File: src/rtl/seq_signed_div.sv
// Sequential signed restoring divider: 2N-bit dividend by N-bit divisor, one quotient bit per clock.
// Operands are reduced to magnitudes on accept; signs are reapplied in a single FIX cycle.
module seq_signed_div #(
  parameter int WN = 32,
  parameter int WD = 16
) (
  input  logic          clk,
  input  logic          rst,
  input  logic          start,
  input  logic [WN-1:0] dividend,
  input  logic [WD-1:0] divisor,
  output logic          busy,
  output logic          done,
  output logic [WN-1:0] quotient,
  output logic [WD-1:0] remainder,
  output logic          dz
);

  localparam int CW = $clog2(WN + 1);

  typedef enum logic [1:0] {IDLE, CALC, FIX} state_t;

  state_t        r_state;
  logic [CW-1:0] r_cnt;
  logic [WD-1:0] r_p;
  logic [WN-1:0] r_a;
  logic [WD-1:0] r_dvs;
  logic [WD-1:0] r_dvd_lo;
  logic          r_sq;
  logic          r_sr;
  logic          r_dzp;

  logic [WN-1:0] w_mag_dvd;
  logic [WD-1:0] w_mag_dvs;
  logic [WD:0]   w_shift_p;
  logic [WD-1:0] w_diff;
  logic          w_ge;

  // -2^(N-1) negates to itself, which reads correctly as an unsigned magnitude
  assign w_mag_dvd = dividend[WN-1] ? -dividend : dividend;
  assign w_mag_dvs = divisor[WD-1]  ? -divisor  : divisor;

  // Partial remainder stays below |divisor|, so the difference always fits WD bits
  assign w_shift_p = {r_p, r_a[WN-1]};
  assign w_ge      = (w_shift_p >= {1'b0, r_dvs});
  assign w_diff    = w_shift_p[WD-1:0] - r_dvs;

  always_ff @(posedge clk or posedge rst) begin
    if (rst) begin
      r_state   <= IDLE;
      r_cnt     <= '0;
      r_p       <= '0;
      r_a       <= '0;
      r_dvs     <= '0;
      r_dvd_lo  <= '0;
      r_sq      <= 1'b0;
      r_sr      <= 1'b0;
      r_dzp     <= 1'b0;
      busy      <= 1'b0;
      done      <= 1'b0;
      quotient  <= '0;
      remainder <= '0;
      dz        <= 1'b0;
    end else begin
      done <= 1'b0;
      case (r_state)
        IDLE: begin
          if (start) begin
            r_a      <= w_mag_dvd;
            r_dvs    <= w_mag_dvs;
            r_dvd_lo <= dividend[WD-1:0];
            r_sq     <= dividend[WN-1] ^ divisor[WD-1];
            r_sr     <= dividend[WN-1];
            r_p      <= '0;
            busy     <= 1'b1;
            if (divisor == '0) begin
              r_dzp   <= 1'b1;
              r_state <= FIX;
            end else begin
              r_dzp   <= 1'b0;
              r_cnt   <= CW'(WN);
              r_state <= CALC;
            end
          end
        end
        CALC: begin
          r_p   <= w_ge ? w_diff : w_shift_p[WD-1:0];
          r_a   <= {r_a[WN-2:0], w_ge};
          r_cnt <= r_cnt - 1'b1;
          if (r_cnt == CW'(1)) r_state <= FIX;
        end
        FIX: begin
          if (r_dzp) begin
            quotient  <= '1;
            remainder <= r_dvd_lo;
          end else begin
            quotient  <= r_sq ? -r_a : r_a;
            remainder <= r_sr ? -r_p : r_p;
          end
          dz      <= r_dzp;
          done    <= 1'b1;
          busy    <= 1'b0;
          r_state <= IDLE;
        end
        default: r_state <= IDLE;
      endcase
    end
  end

endmodule

File: config.mk
export PLATFORM = sky130hd
export DESIGN_NAME = seq_signed_div
export DESIGN_NICKNAME = d
export VERILOG_FILES = /design/src/rtl/seq_signed_div.sv
export SDC_FILE = /design/constraint.sdc
export NUM_CORES = 1
export LEC_CHECK = 0
export CORE_ASPECT_RATIO = 1.1
export CORE_MARGIN = 4
export CORE_UTILIZATION = 57
export DETAILED_ROUTE_END_ITERATION = 8
export PLACE_DENSITY = 0.87
export SETUP_SLACK_MARGIN = 0.02
export SYNTH_ARGS = -nofsm -noshare
export SYNTH_HDL_FRONTEND = slang
export SYNTH_SLANG_ARGS = --single-unit
File: constraint.sdc
create_clock -name clk -period 6.4 [get_ports clk]
set_clock_uncertainty 0.15 [all_clocks]
set_input_delay 1.6 -clock clk [delete_from_list [all_inputs] [get_ports clk]]
set_output_delay 1.6 -clock clk [all_outputs]
set_load 0.01 [all_outputs]
## Word level (Yosys, flattened, before mapping)

Cells that the tools add are included.

| storage, ports and cells | value |
|---|---|
| memory bits (read-only) | 0 |
| input bits | 51 |
| output and inout bits | 51 |
| bits in writable memories | 0 |
| latch bits | 0 |
| word-level logic and storage cells | 59 |
| memories kept | 0 |
| register bits | 142 |

| cells by class | value |
|---|---|
| bitwise logic cells | 1 |
| reduce and logical (&&, ||, !) cells | 9 |
| shift-type cells | 0 |
| eq/ne operators | 6 |
| mux-type cells | 22 |
| $lt $le $gt $ge | 1 |
| add/sub/neg operators | 6 |
| multiply operators | 0 |
| divide/modulo/power cells | 0 |

Operators with widths:

| cell | number |
|---|---|
| 32-bit 2-to-1 mux | 4 |
| 16-bit 2-to-1 mux | 5 |
| 32-bit negation | 2 |
| 32-bit case mux with 2 select lines | 1 |
| 16-bit negation | 2 |
| 16-bit case mux with 2 select lines | 1 |
| 17-bit by 16-bit greater-or-equal comparator with 1-bit output | 1 |
| 16-bit logical NOT | 1 |
| 16-bit subtractor | 1 |
| 6-bit 2-to-1 mux | 2 |
| 6-bit case mux with 2 select lines | 1 |
| 2-bit AND reduction | 4 |
| 6-bit by 1-bit equality test with 1-bit output (second input constant) | 1 |
| 2-bit 2-to-1 mux | 3 |
| 2-bit inequality test (second input constant) | 3 |
| 6-bit by 1-bit subtractor with 6-bit output (second input constant) | 1 |
| 2-bit case mux with 2 select lines | 1 |
| 2-bit nonzero test | 2 |
| 1-bit 2-to-1 mux | 3 |
| 3-bit AND reduction | 1 |
| 2-bit by 1-bit equality test with 1-bit output (second input constant) | 1 |
| 2-bit equality test (second input constant) | 1 |
| 2-bit logical NOT | 1 |
| 1-bit case mux with 2 select lines | 1 |
| 1-bit XOR | 1 |

## Logic depth before layout (Yosys ltp)

Gate-level depths: netlist (run 1).

| depth | value |
|---|---|
| word-level depth | 4 |
| gate-level depth with buffers | 11 |
| gate-level depth less buffers | 10 |

## Worst setup path before layout (run 1)

Ideal clock, no wire load.

| path | value |
|---|---|
| path type | input port to flip-flop |
| start | input dividend[2] |
| end | register r_a[14] |
| buffers on the path | 0 |
| required time | 6117 ps |
| arrival | 3175 ps |
| library setup time | 133 ps |
| stages | 6 |
| path slack | 2942 ps |
| cell sequence | nor4_2 nand3_1 or4_1 o41ai_1 xor2_1 o21ai_0 |

| on the way | value |
|---|---|
| longest elaborated chain between the ends | 4 |

Ends and longest elaborated chain:

| element | line | text |
|---|---|---|
| start: declaration | 10 | `input logic [WN-1:0] dividend,` |
| 32-bit negation | 40 | `assign w_mag_dvd = dividend[WN-1] ? -dividend : dividend;` |
| 32-bit 2-to-1 mux | 40 |  |
| 32-bit 2-to-1 mux | 68 | `if (start) begin` |
| 32-bit case mux with 2 select lines | 66 | `case (r_state)` |
| end signal: assignment | 69 | `r_a <= w_mag_dvd;` |
| end signal: assignment | 88 | `r_a <= {r_a[WN-2:0], w_ge};` |
| end: declaration | 26 | `logic [WN-1:0] r_a;` |

No other way between the ends. The select of a mux whose other input is x is not followed.
A chain may end at the register's enable or synchronous reset.

## Worst setup path in the final report (run 1)

| path | value |
|---|---|
| start | input start |
| end | register r_cnt[2] |

| on the way | value |
|---|---|
| longest elaborated chain between the ends | 2 |

Ends and longest elaborated chain:

| element | line | text |
|---|---|---|
| start: declaration | 9 | `input logic start,` |
| 2-bit inequality test (no source line) | n/a |  |
| 3-bit AND reduction (no source line) | n/a |  |
| end signal: assignment | 81 | `r_cnt <= CW'(WN);` |
| end signal: assignment | 89 | `r_cnt <= r_cnt - 1'b1;` |
| end: declaration | 24 | `logic [CW-1:0] r_cnt;` |

No other way between the ends.

==> qor.txt, run 1 <==
Min cycle time layout: 4.015 ns
Resized Gates After CTS: 0
Fin worst setup slack: 2.385 ns
Yosys top cell area share: 41.23%
Register area: 0.003553 sq mm
H-tree levels: 4
Die area: 0.01715 sq mm
Final antenna-violating net count: 0
Hpwl dp: 16430 um
Drt drc: 0
Chip height: 137.0 um
CP cell instances: clkdlybuf4s50_1 -> nor2_1 -> nor2_1 -> nand2_2 -> nor2_1 -> nor2_1
Part of the power in the clock network: 18.1%
Drt total wl: 22960 um
Hold_ws: 0.3281 ns
Critical path fanouts, max: 69
First-pass GRT wire length: 36660 um
Status: complete, no violations
CP startpoint kind: input port
Max cap viols: 0
Pre-CTS WS: 1.981 ns
Synthesized net count: 1058
IO buf count: 101
Xor/xnor share of the synthesized area: 9.959%
Setup repair bufs after CTS: 0
Synth cell types: 65
Worst-path clk slew: 0.06 ns
Synth Register Bits: 142
Post-DR wirelength/cell: 18.28 um
Power Dens Cells: 533.5 mW/mm^2
DR iter-0 viols: 703
Most used cell, CP: nor2_1
Sw Pwr: 0.002384 W
Avg Vias per Cell: 6.195
Max-slew headroom: 20.73%
Placer Congestion: 0.9459
Main synth FF type: dfrtp_1
Hold crit path type: flop to flop
Leakage power: 4.350 nW
Largest net degree at the start of global routing: 89
Total global routing overflow: 0
Synth Area per Inst: 8.758 sq um
Site Rows: 46
Area Growth Syn to Fin: 19.53%
Mapped cell area: 0.008618 sq mm
Buf+Inv Stages, Crit Path: 1
Comb pwr share: 50.1%
Sequential power share: 31.8%
Synth Area in Adders: 3.426%
Placed Instances: 1225
Post-synthesis cell count: 984
Ys async rst share: 100.0%
Post-route setup TNS: 0 ns
Final worst path period share: 62.74%
Switching Share: 43.38%
Yosys warnings: 0
Boundary Pins: 102
Register area share after synthesis: 41.23%
Die width: 125.2 um
Final setup vio count: 0
Clock latency on the worst-skew pair: 0.42 ns
Bufs on Longest Clock Path: 2
EDFF count, synth: 0
Total clock sinks: 142
Crit path required time: 6.55 ns
F_max: 0.2490 GHz
CTS buffer count: 17
Largest cells by area after synthesis: dfrtp_1 41%, xor2_1 8.0%, nand2_1 6.1%, o21ai_0 5.1%, a21oi_1 3.4%
Final Max Tran Viols: 0
CP peak stage delay: 0.79 ns
Synth Area in Compound Gates: 23.03%
First-pass iteration count of the detailed router: 6
Largest family of logic cells by synthesized area: compound AO/OA/AOI/OAI gates
Crit-path leading delay family: simple AND/OR/NAND/NOR gates
VDD IR-drop max: 0.2508 mV
Mux cell area share after synthesis: 0.6969%
Slew at the pin closest to its max-slew limit: 1.185 ns
CTS tree: built
Initial antenna violation count: 0
Via count: 7781
Ratio of cells with drive above 1 in the final layout: 6.015%
Hold_buf cts: 0
Fillers: 1160
Core ar.: 0.01462 sq mm
Hold Vio Cnt, Final: 0
Worst path slowest cell: clkdlybuf4s50_1
CP arrival: 4.16 ns
Crit path capture type: flop
Fin cells: 1256
Root Driver: clkbuf_16
Kind of critical path: input port to flop
Layout Nets: 1126
RSZ-0062 raised after global routing: no
ANT cells: 0
Pint: 0.003112 W
Total track usage: 26.40%
Largest area contributor in the netlist: dfrtp_1
Initial core utilization: 58.95%
Number of global-route vias before repair: 7274
Synth Area in Simple Gates: 17.23%
Multi-input gate area: 0.004692 sq mm
[worst paths after layout]
kind                                      end         from  cells past startpoint  slack (ns)
worst min-delay path              r_dvd_lo[2]  r_dvd_lo[2]                      2        0.33
min in group asynchronous       remainder[13]          rst                      2        1.53
worst max register to register        r_a[21]   r_state[1]                      4        3.24
max in group asynchronous             r_a[25]          rst                      3        3.57
worst min register to register    r_dvd_lo[2]  r_dvd_lo[2]                      2        0.33
worst max-delay path                 r_cnt[2]        start                      6        2.38
[synth_stat cells (6+ instances only)]
cell type,instances
or2_2,6
or4_1,12
o311ai_0,6
a21oi_1,59
and3_1,6
nand3_1,17
nor4_1,8
xor2_1,79
clkbuf_1,52
a31oi_1,8
ha_1,22
xnor2_1,19
nand2_1,140
a22oi_1,19
nand2b_1,6
mux2i_1,6
dfrtp_1,142
inv_1,39
o211ai_1,23
nor3_1,10
o31ai_1,25
or3_1,15
o41ai_1,13
o21ai_0,87
o22ai_1,20
nor2_1,65
[power groups by stage]
stage          sequential, W  combinational [W]  clock, W
6_report             0.00175            0.00275  0.000995
5_1_grt              0.00180            0.00306   0.00104
3_5_place_dp         0.00174            0.00271         0
2_1_floorplan        0.00165            0.00197         0
4_1_cts              0.00173            0.00273   0.00100
3_3_place_gp         0.00172            0.00262         0
[placed cells by master, fill, tap and decap left out, drive strengths merged, types with 3 or more instances in the layout]
cell,Yosys,final
inv,40,40
a21o,4,4
buf,8,8
or4,15,15
o211ai,23,23
clkdlybuf4s50,0,101
nor2,65,65
xnor2,19,19
nand4,5,5
nand2,140,140
o22ai,20,20
dfrtp,142,142
o41ai,15,15
or3,17,17
bufinv,0,3
and3,6,6
nand3,17,17
clkbuf,52,20
nand2b,6,6
and2,5,5
nor2b,3,3
a211oi,5,5
clkinv,0,6
nand3b,3,3
o21ai,92,92
a31oi,8,8
mux2i,6,6
a21oi,59,59
nor3,10,10
o311ai,6,6
o31ai,31,31
or2,7,7
xor2,79,79
ha,22,22
nor4,9,9
a22oi,19,19
[stage by stage]
stage,instance area (sq um),power (W),utilization [%]
finish,10300,0.005496,70.46
global route,10300,0.005892,70.46
CTS,10300,0.005469,70.46
detailed placement,9712,0.004450,66.43
global placement,9712,0.004347,66.43
floorplan,8618,0.003617,-
[final cells by class]
type,count,area share (%)
Timing Repair Buffer,109,10.40
Sequential cell,142,34.50
Tap cell,192,2.332
Clock buffer,20,4.336
Clock inverter,11,1.385
Multi-Input combinational cell,742,45.55
Inverter,40,1.506
[metal layers]
layer / track usage [%] / vias up / routed length, um
met4: 9.639 / 0 / 498
li1: - / 3679 / -
met2: 44.47 / 314 / 11380
met3: 5.230 / 45 / 1456
met1: 34.13 / 3743 / 9624
met5: 0 / - / 0
[state kept, by name, summed over array words and instances, names as in the netlist]
signal,flops
r_dvd_lo,16
remainder,16
r_sr,1
quotient,32
dz,1
r_dzp,1
r_a,32
r_dvs,16
r_cnt,6
r_sq,1
r_p,16
done,1
r_state,2
busy,1
[worst min-delay path: stages, from the launching register on]
cell     delay, ns
dfrtp_1       0.34
nand2_1       0.05
nand2_1       0.05
[cells by family after synthesis]
| group | Yosys count |
|---|---|
| buffers and inverters | 100 |
| adders and majority gates | 23 |
| and+or+nand+nor | 314 |
| AOI/OAI and AO/OA | 301 |
| muxes | 6 |
| xor gates and xnor gates | 98 |
| DFF | 142 |
(Power assumes the default switching activity.)
==> run 2, diff against run 1 <==
==> constraint.sdc (replaced) <==
create_clock -name clk -period 3.8 [get_ports clk]
set_clock_uncertainty 0.15 [all_clocks]
set_input_delay 0.95 -clock clk [delete_from_list [all_inputs] [get_ports clk]]
set_output_delay 0.95 -clock clk [all_outputs]
set_load 0.01 [all_outputs]
==> qor.txt, run 2 (same netlist as run 1, synthesis figures left out) <==
Largest net degree at the start of global routing: 143
Max cap viols: 0
Pre-CTS WS: 0.3025 ns
Die width: 125.2 um
First-pass iteration count of the detailed router: 5
Commonest non-fill, non-tap cell in the layout: dfrtp_1
H-tree levels: 4
Setup repair bufs after CTS: 0
VDD IR-drop max: 0.4385 mV
Final setup vio count: 0
Resized Gates After CTS: 0
CP arrival: 3.34 ns
Fin worst setup slack: 0.6182 ns
Worst-path clk slew: 0.06 ns
CP startpoint kind: flop
ANT cells: 0
Initial core utilization: 58.95%
Ratio of cells with drive above 1 in the final layout: 7.063%
Critical path fanouts, max: 17
First-pass GRT wire length: 37180 um
Biggest regs: quotient (32), r_a (32)
Initial antenna violation count: 0
Number of global-route vias before repair: 7450
Power Dens Cells: 892.5 mW/mm^2
Crit path capture type: flop
Fin cells: 1268
CTS buffer count: 17
Site Rows: 46
IO buf count: 101
F_max: 0.3143 GHz
Crit path required time: 3.96 ns
Leakage power: 4.396 nW
Max-slew headroom: 39.07%
Die area: 0.01715 sq mm
Drt total wl: 22820 um
Final worst path period share: 83.73%
Status: complete, no violations
Total track usage: 26.98%
RSZ-0062 raised after global routing: no
Placer Congestion: 0.9546
Hpwl dp: 16470 um
CTS tree: built
Kind of critical path: flop to flop
Clock latency on the worst-skew pair: 0.43 ns
Min cycle time layout: 3.182 ns
Boundary Pins: 102
Most frequent cells in the layout: 142 x dfrtp_1, 139 x nand2_1, 101 x clkdlybuf4s50_1
Hold_buf cts: 0
Bufs on Longest Clock Path: 2
Core ar.: 0.01462 sq mm
Hold crit path type: flop to flop
Post-DR wirelength/cell: 18.00 um
Post-route setup TNS: 0 ns
Hold Vio Cnt, Final: 0
Root Driver: clkbuf_16
Placed Instances: 1236
Final Max Tran Viols: 0
Avg Vias per Cell: 6.134
Via count: 7778
Layout Nets: 1137
DR iter-0 viols: 778
Total clock sinks: 142
Total global routing overflow: 0
Chip height: 137.0 um
Drt drc: 0
Area Growth Syn to Fin: 20.47%
Slew at the pin closest to its max-slew limit: 0.9139 ns
Final antenna-violating net count: 0
-- run 2: final cells by class --
| type | count | area (sq um) |
|---|---|---|
| clock inverter | 11 | 116.4 |
| inverter | 40 | 153.9 |
| fill | 1146 | 4237 |
| sequential | 142 | 3553 |
| clock buffer | 21 | 460.4 |
| tap | 192 | 240.2 |
| timing repair buffer | 120 | 1166 |
| multi-input combinational | 742 | 4692 |
-- run 2: stage by stage --
step                hold WS [ns]  total power [W]  utilization (%)  cell area [sq um]
floorplan                 0.2904         0.006092                -               8622
global placement          0.3038         0.007400            67.07               9806
detailed placement        0.3090         0.007557            67.07               9806
CTS                       0.3237         0.009239            71.02              10380
global route              0.3441         0.009954            71.02              10380
finish                    0.3226         0.009266            71.02              10380
-- run 2: layer usage --
metal	global-route usage [%]	vias up	part of all wire, %
li1	-	3693	-
met1	34.14	3727	41
met2	45.55	313	49
met3	5.660	45	7.1
met4	11.02	0	2.6
met5	0	-	0
-- run 2: worst paths after layout --
check	start	slack, ns	endpoint	depth (start not counted)
hold / removal	dz	0.32	dz	2
hold reg to reg	dz	0.32	dz	2
min in group asynchronous	rst	0.92	remainder[0]	3
setup reg to reg	r_p[9]	0.62	r_p[2]	7
max in group asynchronous	rst	1.98	remainder[14]	3
setup / recovery	r_p[9]	0.62	r_p[2]	7
-- run 2: worst max-delay path: stages, from the launching register on --
cell     delay [ns]
dfrtp_1        0.49
ha_1           0.47
a21o_1         0.26
a221o_1        0.40
nor3_1         0.26
and3_1         0.58
o21ai_0        0.18
a32o_1         0.27
-- run 2: power by group --
group	switching (W)	leakage, nW	total, W	internal (W)
Clock	0.000640	0.279	0.00163	0.000994
Combinational	0.00263	2.34	0.00468	0.00205
Sequential	0.000760	1.78	0.00295	0.00219
